**src/rtl/gearbox_24_32_if.sv**
```systemverilog
// Stream bundle for the 24-to-32 packing gearbox: 24-bit input side and
// 32-bit output side with byte-valid mask and frame marker.
interface gearbox_24_32_if;
  logic [23:0] data_in;
  logic        data_in_en;
  logic        data_in_last;
  logic        data_in_rdy;
  logic        data_in_drop;
  logic [31:0] data_out;
  logic        data_out_en;
  logic        data_out_last;
  logic [3:0]  data_out_keep;

  // Gearbox view: consumes the 24-bit stream, produces the 32-bit stream.
  modport slave (
    input  data_in, data_in_en, data_in_last,
    output data_in_rdy, data_in_drop,
    output data_out, data_out_en, data_out_last, data_out_keep
  );

  // Environment view: drives the 24-bit stream, observes the 32-bit stream.
  modport master (
    output data_in, data_in_en, data_in_last,
    input  data_in_rdy, data_in_drop,
    input  data_out, data_out_en, data_out_last, data_out_keep
  );
endinterface

```
**src/rtl/gearbox_24_32.sv**
```systemverilog
// Packs 24-bit words (LSB byte first) into 32-bit words; a frame-closing word
// flushes the residual bytes as a zero-padded word with a byte-valid mask.
module gearbox_24_32 (
  input  logic            clk,
  input  logic            reset_n,
  gearbox_24_32_if.slave  bus
);

  typedef enum logic [2:0] {
    P0    = 3'd0,
    P1    = 3'd1,
    P2    = 3'd2,
    P3    = 3'd3,
    FLUSH = 3'd4
  } state_t;

  state_t      state_q, state_d;
  logic [23:0] res_q, res_d;
  logic [3:0]  fkeep_q, fkeep_d;
  logic [31:0] dout_q, dout_d;
  logic        en_q, en_d;
  logic        last_q, last_d;
  logic [3:0]  keep_q, keep_d;
  logic        rdy_q, rdy_d;
  logic        drop_q, drop_d;
  logic        accept;

  assign accept = bus.data_in_en & rdy_q;

  // Next-state, residual and output-word selection.
  always_comb begin
    state_d = state_q;
    res_d   = res_q;
    fkeep_d = fkeep_q;
    dout_d  = dout_q;
    keep_d  = keep_q;
    en_d    = 1'b0;
    last_d  = 1'b0;
    drop_d  = bus.data_in_en & ~rdy_q;
    case (state_q)
      P0: begin
        if (accept) begin
          if (bus.data_in_last) begin
            dout_d  = {8'h00, bus.data_in};
            keep_d  = 4'h7;
            en_d    = 1'b1;
            last_d  = 1'b1;
            res_d   = 24'h000000;
            state_d = P0;
          end else begin
            res_d   = bus.data_in;
            state_d = P1;
          end
        end else begin
          state_d = P0;
        end
      end
      P1: begin
        if (accept) begin
          dout_d = {bus.data_in[7:0], res_q};
          keep_d = 4'hF;
          en_d   = 1'b1;
          res_d  = {8'h00, bus.data_in[23:8]};
          if (bus.data_in_last) begin
            fkeep_d = 4'h3;
            state_d = FLUSH;
          end else begin
            state_d = P2;
          end
        end else begin
          state_d = P1;
        end
      end
      P2: begin
        if (accept) begin
          dout_d = {bus.data_in[15:0], res_q[15:0]};
          keep_d = 4'hF;
          en_d   = 1'b1;
          res_d  = {16'h0000, bus.data_in[23:16]};
          if (bus.data_in_last) begin
            fkeep_d = 4'h1;
            state_d = FLUSH;
          end else begin
            state_d = P3;
          end
        end else begin
          state_d = P2;
        end
      end
      P3: begin
        if (accept) begin
          dout_d  = {bus.data_in, res_q[7:0]};
          keep_d  = 4'hF;
          en_d    = 1'b1;
          last_d  = bus.data_in_last;
          res_d   = 24'h000000;
          state_d = P0;
        end else begin
          state_d = P3;
        end
      end
      FLUSH: begin
        // Residual is kept right-aligned with zero upper bytes, so it pads itself.
        dout_d  = {8'h00, res_q};
        keep_d  = fkeep_q;
        en_d    = 1'b1;
        last_d  = 1'b1;
        res_d   = 24'h000000;
        state_d = P0;
      end
      default: begin
        res_d   = 24'h000000;
        state_d = P0;
      end
    endcase
    rdy_d = (state_d != FLUSH);
  end

  // State, residual and registered outputs.
  always_ff @(posedge clk or negedge reset_n) begin
    if (!reset_n) begin
      state_q <= P0;
      res_q   <= 24'h000000;
      fkeep_q <= 4'h0;
      dout_q  <= 32'h00000000;
      en_q    <= 1'b0;
      last_q  <= 1'b0;
      keep_q  <= 4'h0;
      rdy_q   <= 1'b1;
      drop_q  <= 1'b0;
    end else begin
      state_q <= state_d;
      res_q   <= res_d;
      fkeep_q <= fkeep_d;
      dout_q  <= dout_d;
      en_q    <= en_d;
      last_q  <= last_d;
      keep_q  <= keep_d;
      rdy_q   <= rdy_d;
      drop_q  <= drop_d;
    end
  end

  assign bus.data_out      = dout_q;
  assign bus.data_out_en   = en_q;
  assign bus.data_out_last = last_q;
  assign bus.data_out_keep = keep_q;
  assign bus.data_in_rdy   = rdy_q;
  assign bus.data_in_drop  = drop_q;

endmodule

```
**src/flat_wrapper.sv**
```systemverilog
// flat-port wrapper written by rule: the top's interface ports become plain ports
module gearbox_24_32_flat 
  (clk, reset_n, bus_data_in, bus_data_in_en, bus_data_in_last, bus_data_in_rdy, bus_data_in_drop, bus_data_out, bus_data_out_en, bus_data_out_last, bus_data_out_keep);
  gearbox_24_32_if bus_i ();
  input  logic clk;
  input  logic reset_n;
  input wire logic [$bits(bus_i.data_in)-1:0] bus_data_in;
  input wire logic [$bits(bus_i.data_in_en)-1:0] bus_data_in_en;
  input wire logic [$bits(bus_i.data_in_last)-1:0] bus_data_in_last;
  output wire logic [$bits(bus_i.data_in_rdy)-1:0] bus_data_in_rdy;
  output wire logic [$bits(bus_i.data_in_drop)-1:0] bus_data_in_drop;
  output wire logic [$bits(bus_i.data_out)-1:0] bus_data_out;
  output wire logic [$bits(bus_i.data_out_en)-1:0] bus_data_out_en;
  output wire logic [$bits(bus_i.data_out_last)-1:0] bus_data_out_last;
  output wire logic [$bits(bus_i.data_out_keep)-1:0] bus_data_out_keep;
  assign bus_i.data_in = bus_data_in;
  assign bus_i.data_in_en = bus_data_in_en;
  assign bus_i.data_in_last = bus_data_in_last;
  assign bus_data_in_rdy = bus_i.data_in_rdy;
  assign bus_data_in_drop = bus_i.data_in_drop;
  assign bus_data_out = bus_i.data_out;
  assign bus_data_out_en = bus_i.data_out_en;
  assign bus_data_out_last = bus_i.data_out_last;
  assign bus_data_out_keep = bus_i.data_out_keep;
  gearbox_24_32 u_core (.clk(clk), .reset_n(reset_n), .bus(bus_i));
endmodule
```
**config.mk**
```make
export PLATFORM = sky130hd
export DESIGN_NAME = gearbox_24_32_flat
export DESIGN_NICKNAME = d
export VERILOG_FILES = /design/src/rtl/gearbox_24_32_if.sv /design/src/rtl/gearbox_24_32.sv /design/src/flat_wrapper.sv
export SDC_FILE = /design/constraint.sdc
export NUM_CORES = 1
export LEC_CHECK = 0
export ABC_AREA = 1
export CORE_UTILIZATION = 52
export DETAILED_ROUTE_END_ITERATION = 10
export PLACE_DENSITY = 0.8
export RECOVER_POWER = 50
export SETUP_SLACK_MARGIN = 0.4
export SLEW_MARGIN = 20
export SYNTH_ARGS = -nofsm -noshare
export SYNTH_HDL_FRONTEND = slang
export SYNTH_SLANG_ARGS = --single-unit
```
**constraint.sdc**
```tcl
create_clock -name clk -period 2.03 [get_ports clk]
set_clock_uncertainty 0.2 [all_clocks]
set_input_delay 0.406 -clock clk [delete_from_list [all_inputs] [get_ports clk]]
set_output_delay 0.406 -clock clk [all_outputs]
set_load 0.05 [all_outputs]
```
After elaboration in Yosys (flattened, before gate mapping)
Index checks and enable logic that the tools add are counted.
{"block": "totals", "regBits": 71, "latchBits": 0, "ram_bits": 0, "mem_bits_ro": 0, "inputBits": 28, "output_inout_bits": 40, "word_cells": 69, "memories": 0}
{"block": "classes", "addsub": 0, "n_mul": 0, "n_div": 0, "magnitude_cmp": 0, "eq_ne": 13, "shifts": 0, "muxes": 35, "bitwise": 3, "reduce_logical": 9}
{"operator": "2-to-1 mux 32 bit", "count": 5}
{"operator": "one-hot mux 32 bit (5 select lines)", "count": 1}
{"operator": "2-to-1 mux 24 bit", "count": 5}
{"operator": "one-hot mux 24 bit (4 select lines)", "count": 1}
{"operator": "2-to-1 mux 4 bit", "count": 7}
{"operator": "2-to-1 mux 3 bit", "count": 4}
{"operator": "one-hot mux 3 bit (4 select lines)", "count": 1}
{"operator": "one-hot mux 4 bit (3 select lines)", "count": 1}
{"operator": "!= test 2 x 1 -> 1 bit, second input constant", "count": 5}
{"operator": "one-hot mux 4 bit (2 select lines)", "count": 1}
{"operator": "AND reduction 4 bit", "count": 2}
{"operator": "equality test 3 x 2 -> 1 bit, second input constant", "count": 2}
{"operator": "2-to-1 mux 1 bit", "count": 6}
{"operator": "!= test 2 bit, second input constant", "count": 3}
{"operator": "one-hot mux 1 bit (3 select lines)", "count": 2}
{"operator": "AND reduction 6 bit", "count": 1}
{"operator": "AND reduction 5 bit", "count": 1}
{"operator": "nonzero test 5 bit", "count": 1}
{"operator": "equality test 3 x 1 -> 1 bit, second input constant", "count": 1}
{"operator": "equality test 3 bit, second input constant", "count": 1}
{"operator": "zero test 3 bit", "count": 1}
{"operator": "!= test 3 bit, second input constant", "count": 1}
{"operator": "nonzero test 3 bit", "count": 1}
{"operator": "OR reduction 3 bit", "count": 1}
{"operator": "4 further kinds", "count": 5}

Logic depth before layout (Yosys ltp)
{"block": "logic_depth", "word_depth": 4, "mapped_depth": 11, "ltp_nobuf": 9}

Least setup slack after synthesis
Ideal clock, no wire load.
{"block": "synth_timing", "kind": "flip-flop to flip-flop", "start": "reg u_core.rdy_q, in the netlist u_core.bus.data_in_rdy", "end": "reg u_core.dout_q[10], in the netlist u_core.bus.data_out[10]", "setup_ns": 0.118, "arrival_ns": 1.617, "required_time_ns": 1.712, "path_slack_ns": 0.095, "path_stages_with_launch": 8, "n_path_buf": 2, "synth_period_minus_slack_ns": 1.935, "path_cell_list": "dfstp_2 > nand2_1 > nand2_1 > nand3_2 > buf_4 > buf_4 > nand2_1 > nand2_1"}
{"block": "synth_between", "elab_chain_len": 3, "elab_cells_between_ends": 6, "cone_classes": "eq/ne (4); bitwise (1); reduce/logical (1)"}
{"item": "start: declaration", "line": "gearbox_24_32.sv:24", "source": "logic rdy_q, rdy_d;"}
{"item": "start signal: assignment", "line": "gearbox_24_32.sv:139", "source": "rdy_q <= rdy_d;"}
{"item": "bitwise AND 1 bit (*)", "line": "gearbox_24_32.sv:28", "source": "assign accept = bus.data_in_en & rdy_q;"}
{"item": "!= test 2 x 1 -> 1 bit (no line)"}
{"item": "AND reduction 6 bit (no line) (*)"}
{"item": "end signal: assignment", "line": "gearbox_24_32.sv:135", "source": "dout_q <= dout_d;"}
{"item": "end: declaration", "line": "gearbox_24_32.sv:20", "source": "logic [31:0] dout_q, dout_d;"}
Mark *: on every way between the ends. The rest lies on a longest branch, timed or not.
A chain may end at the register's enable or synchronous reset.

Final worst setup path
{"block": "layout_timing", "start": "in bus_data_in_last", "end": "reg u_core.res_q[8]"}
{"block": "layout_between", "elab_chain_len": 3}
{"item": "start: declaration", "line": "flat_wrapper.sv:9", "source": "input wire logic [$bits(bus_i.data_in_last)-1:0] bus_data_in_last;"}
{"item": "2-to-1 mux 24 bit", "line": "gearbox_24_32.sv:43", "source": "if (bus.data_in_last) begin"}
{"item": "2-to-1 mux 24 bit", "line": "gearbox_24_32.sv:42", "source": "if (accept) begin"}
{"item": "one-hot mux 24 bit (4 select lines)", "line": "gearbox_24_32.sv:40", "source": "case (state_q)"}
{"item": "end signal: assignment", "line": "gearbox_24_32.sv:133", "source": "res_q <= res_d;"}
{"item": "end: declaration", "line": "gearbox_24_32.sv:18", "source": "logic [23:0] res_q, res_d;"}
No other way between the ends. The select of a mux whose other input is x is not followed.

==> impl_metrics.json <==
{
  "ir_worst_vdd_uv": 887.6,
  "route.antenna.remaining_nets": 0,
  "start_util_pct": 55.11,
  "fmax_ghz": 0.5588,
  "relSlewSlack_pct": 60.07,
  "fin_area_mm2": 0.004891,
  "antenna_cells": 0,
  "setup_violations": 0,
  "cts_tree": "built",
  "drive_above_1_share_pct": 20.23,
  "cts.sinks": 69,
  "cts_made_buffers": 9,
  "dieArea_mm2": 0.007259,
  "min_path_cells": 3,
  "route.vias.total": 3842,
  "clk-insertion-delay-late_ns": 0.34,
  "reg2reg_from": "u_core.state_q[2]$_DFF_PN0_",
  "grt_pass1_vias": 3557,
  "dr.pass1.iters": 6,
  "required_ns": 2.08,
  "hold_viol": 0,
  "die_x_um": 85.20,
  "crit_arrival_ns": 1.84,
  "drcViolationCount": 0,
  "syn_inst": 503,
  "maxSlewViolCount": 0,
  "hp-start": "bus_data_in_en",
  "clk_pin_slew_worst_paths_ns": 0.07,
  "worst-r2r-setup-slack_ns": 0.28,
  "async_reset_ff_share_pct": 100.0,
  "yosysWarnings": 0,
  "ys.flop_type": "dfrtp_1",
  "io_pins": 68,
  "grt_usage_pct": 29.61,
  "rows": 29,
  "yosys.area.top_type": "dfrtp_1",
  "nNetsFinal": 631,
  "dpl.hpwl_um": 7080,
  "status": "finished, final reports clean",
  "min_period_over_period_pct": 88.16,
  "ys_seq_area_share_pct": 48.00,
  "synth_edf_count": 0,
  "synth_commonest_cells": "233 x nand2_1, 68 x dfrtp_1, 49 x inv_1, 25 x nor2_1, 22 x nand3_1",
  "rsz0062_at_grt": "yes",
  "clockRootBuffer": "clkbuf_8",
  "dp_slack_ns": -0.1450,
  "gr-total-overflow": 0,
  "layout_setup_ws_ns": 0.2403,
  "drv_cap": 0,
  "yosysUniqueCellTypes": 22,
  "syn_to_final_growth_pct": 35.87,
  "p_leak_nw": 2.566,
  "grt_pass1_wl_um": 16570,
  "placed_area_mm2": 0.004414,
  "crit_type": "in -> reg",
  "core_area_mm2": 0.006531,
  "yosysTopAreaCellShare_pct": 47.27,
  "portBuffers": 67,
  "power.density_cell_area_mw_per_mm2": 1772,
  "cts_max_level": 3,
  "antenna_found_initial": 0,
  "crit_path_end_kind": "flip-flop",
  "period_needed_ns": 1.790,
  "crit_path_start_kind": "primary input",
  "postRouteWirelength_um": 10890,
  "grt_max_degree": 27,
  "reg2regPathDepth": 6,
  "wl_per_cell_um": 15.90,
  "ys_seq_elements": 69,
  "worstHoldPathType": "in -> reg",
  "worstReg2RegEnd": "u_core.res_q[8]$_DFFE_PN0P_",
  "gp_congestion": 0.9059,
  "post-route-util_pct": 74.89,
  "avgSynthCellArea_um2": 7.156,
  "cts_max_path_buffers": 2,
  "syn_nets": 531,
  "synth_area_mm2": 0.003600,
  "die_h_um": 85.20,
  "avgViaCountPerCell": 5.609,
  "drt_iter0_drc": 488,
  "holdPathEnd": "u_core.bus.data_in_drop$_DFF_PN0_",
  "yosysMostFrequentCell": "nand2_1",
  "path_max_fanout": 13,
  "synth_area_leaders": "dfrtp_1 47%, nand2_1 24%, inv_1 5.1%, nand3_1 3.1%, o211ai_1 2.9%",
  "worst_pin_slew_ns": 0.6016
}
-- sequential cells by signal, summed over array words and instances (netlist names) --
register and count:
u_core.bus.data_out 32, u_core.res_q 24, u_core.bus.data_out_keep 4, u_core.state_q 3, u_core.fkeep_q 2, u_core.bus.data_in_drop 1, u_core.bus.data_in_rdy 1, u_core.bus.data_out_en 1
u_core.bus.data_out_last 1
-- logic make-up (layout without fill, tap and decap cells) --
kind of cell	Yosys count	count (layout)	share of synthesized area, %
buffers and inverters	77	182	9.281
AOI/OAI and AO/OA	63	63	10.18
DFF	69	69	48.00
and+or+nand+nor	294	294	32.53
-- cells in the final DEF, fill, tap and decap left out, types with 2 or more instances in the layout --
| cell type | count |
|---|---|
| dfrtp_1 | 65 |
| nand3_1 | 21 |
| inv_2 | 4 |
| clkbuf_1 | 15 |
| nand3_4 | 2 |
| o22ai_1 | 13 |
| inv_1 | 46 |
| o21ai_2 | 3 |
| o211ai_1 | 14 |
| nand2_1 | 223 |
| nor2_1 | 20 |
| buf_6 | 11 |
| inv_4 | 4 |
| buf_12 | 7 |
| dfrtp_2 | 3 |
| clkdlybuf4s50_1 | 25 |
| o21ai_0 | 8 |
| clkbuf_8 | 9 |
| o21ai_1 | 8 |
| a21oi_1 | 16 |
| nor2_4 | 3 |
| clkinv_2 | 3 |
| nor2_2 | 4 |
| nor3_1 | 2 |
| nand2_4 | 4 |
| nand4_1 | 6 |
| buf_4 | 50 |
| nand2_2 | 6 |
-- per-stage QoR --
step	TNS, ns	power [mW]	instances	hold WS [ns]
floorplan	0	5.418	503	-0.08959
global placement	-0.4391	6.859	651	0.1876
detailed placement	-1.228	6.960	651	0.1955
CTS	0	8.255	676	0.2789
global route	0	9.180	685	0.1690
finish	0	8.665	685	0.1513
-- area by class of cell --
cell class | count | area (um2)
timing repair buffer | 111 | 998.5
fill | 480 | 1640
clock inverter | 5 | 52.55
clock buffer | 11 | 131.4
multi-input combinational | 357 | 1659
inverter | 55 | 221.5
sequential | 69 | 1732
tap | 77 | 96.34
-- worst max path at each step --
stage	startpoint	end	slack (ns)	depth (start not counted)
after floorplan	u_core.bus.data_in_rdy$_DFF_PN1_	u_core.bus.data_out[10]$_DFFE_PN0P_	0.34	7
after global placement	bus_data_in_last	u_core.res_q[9]$_DFFE_PN0P_	-0.05	7
after detailed placement	bus_data_in_last	u_core.res_q[22]$_DFFE_PN0P_	-0.14	7
after CTS	u_core.bus.data_in_rdy$_DFF_PN1_	bus_data_in_rdy	0.34	1
after global routing	u_core.bus.data_in_rdy$_DFF_PN1_	u_core.fkeep_q[1]$_DFFE_PN0P_	0.18	7
final	bus_data_in_last	u_core.res_q[8]$_DFFE_PN0P_	0.24	7
-- layer usage --
| metal | GRT usage (%) | part of all wire, % |
|---|---|---|
| met1 | 39.29 | 39 |
| met2 | 47.51 | 47 |
| met3 | 5.642 | 11 |
| met4 | 13.10 | 3.1 |
| met5 | 0 | 0 |
-- critical path: stages --
cell	delay (ns)
clkdlybuf4s50_1	0.43
nor2_1	0.24
nand2_2	0.15
buf_6	0.18
inv_2	0.11
nand2_4	0.11
o211ai_1	0.20
-- report_power, final --
group	internal, mW	switching [mW]	leakage, nW	total [mW]
Sequential	1.93	0.314	0.868	2.24
Clock	0.562	0.504	0.0931	1.07
Combinational	1.84	3.52	1.60	5.36
Total	4.33	4.34	2.57	8.66
-- timing repair --
action,in CTS,in global routing
endpoints found under the setup margin,53,50
gates cloned,1,2
setup buffers,7,7
pin swaps,2,8
endpoints found under the hold margin,17,0
resized for setup,25,45
hold buffers,1,0
(Power assumes the default switching activity.)
==> variant (same flow settings) <==
The 5 states of `state_t` get a Gray code encoding in 3 bits.
--- a/src/rtl/gearbox_24_32.sv
+++ b/src/rtl/gearbox_24_32.sv
@@ -7,11 +7,11 @@
 );
 
   typedef enum logic [2:0] {
-    P0    = 3'd0,
-    P1    = 3'd1,
-    P2    = 3'd2,
-    P3    = 3'd3,
-    FLUSH = 3'd4
+    P0    = 3'b000,
+    P1    = 3'b001,
+    P2    = 3'b011,
+    P3    = 3'b010,
+    FLUSH = 3'b110
   } state_t;
 
   state_t      state_q, state_d;
Function: no difference found for any inputs over 4 cycles, from zero or initial values and one cycle with reset_n low; so few cycles prove little.
==> variant against the original RTL <==
Combinational power fell by 7.6%. Cell area fell by 1.4%. Setup slack got worse by 6.7 ps. Clock power fell by 4%. Synthesized area rose by 1.3%. Worst hold slack improved by 130 ps. Routed wire length rose by 1.4%. Power fell by 4.8%. Sequential cell count did not move. Critical endpoint is now bus_data_out[30]. Register-to-register slack got worse by 30 ps. Core utilization fell by 3.9 points.
==> variant: results <==
[routing]
wl_um = 11050
drt_iter0_markers = 366
wl_met3_um = 768
wl_met1_um = 4609
wl_per_cell_um = 15.63
maxUsedRoutingLayer = "met4"
vias = 3766
drt_first_pass_iters = 5

[yosys]
synth_common_cells = "nand2_1 (266), dfrtp_1 (68), nor2_1 (38), nand3_1 (35), inv_1 (22)"
syn_inst = 511
synth_nets = 539
yosysSeqAreaShare_pct = 47.39
synthTopCellsByArea = "dfrtp_1 (47%), nand2_1 (27%), nand3_1 (4.8%)"

[place]
placed_cell_area_um2 = 4379
dp_cells = 668
dpl.hpwl_um = 7007
gp_congestion = 0.9516

[worst_setup_path]
worstPathArrival_ps = 1190
max_stage_delay_ps = 480
slowest_stage = "clkbuf_1"
ff2ff_setup_slack_ps = 250

[global_route]
grt_max_degree = 57
grt_use_met2_pct = 49.31
grt_usage_pct = 30.83
grt_pass1_wl_um = 17170
met1_usage_pct = 40.94
grt_pass1_vias = 3502
grt_util_met3_pct = 4.427

[min_path]
min_path_cells = 2
min_to = "u_core.bus.data_out[0]"

[cells_and_area]
finish.utilization_pct = 70.96
fill_cells = 556
finalNetCount = 634

[timing]
slew-limit-headroom_pct = 47.40
whs_ps = 276.9

[power_and_ir_drop]
clockPowerShare_pct = 12.5
p_total_w = 0.008248
p_leak_nw = 2.452
ir_drop_v = 0.001121
powerComb_w = 0.00495

[cts]
clk_latency_ps = 360

[outcome]
status = "complete, no violations"
variant: changes by cell type after synthesis, sizes merged, moves of 2 or more:
cell    before  now
a21oi       17    1
buf         20   23
inv         54   28
nand2      234  273
nand3       24   37
nor2        27   40
nor3         2    0
o211ai      14    8
o22ai       13    2
o31ai        0    2
variant: worst max path at each step:
stage / startpoint / end / slack [ps] / cells after the start
2_1_floorplan: u_core.bus.data_in_rdy / u_core.bus.data_out[16] / 410 / 8
3_3_place_gp: bus_data_in_en / u_core.bus.data_out[23] / 60 / 8
3_5_place_dp: bus_data_in_en / u_core.bus.data_out[23] / 0.04 / 8
4_1_cts: u_core.bus.data_in_rdy / bus_data_in_rdy / 270 / 1
5_1_grt: u_core.bus.data_in_rdy / u_core.res_q[21] / 180 / 6
6_report: u_core.bus.data_out[30] / bus_data_out[30] / 230 / 1
variant: timing repair:
item / in CTS / in global routing
hold buffers: 1 / 0
setup buffers: 7 / 13
hold endpoints to repair: 13 / 0
resized for setup: 20 / 30
pin swaps: 3 / 7
gates cloned: 1 / 1
endpoints found under the setup margin: 61 / 56
variant: cells by family after synthesis:
group	count (synthesis)	share of synthesized area (%)
compound gates	34	5.456
flops	69	47.39
simple gates	356	39.84
buf+inv	52	7.309
variant: worst reg2reg max path: stages (launching register included):
cell     delay (ps)
dfstp_4         650
buf_12          110
nand2_4          50
nand2_1         250
buf_4           210
nand2_1          50
o21ai_0         180
variant: final cells by class:
cell class | count | area share, %
Multi-Input combinational cell | 390 | 35.40
Sequential cell | 69 | 36.00
Inverter | 28 | 2.492
Timing Repair Buffer | 108 | 19.93
Tap cell | 96 | 2.492
Clock buffer | 11 | 2.933
Clock inverter | 5 | 0.7527
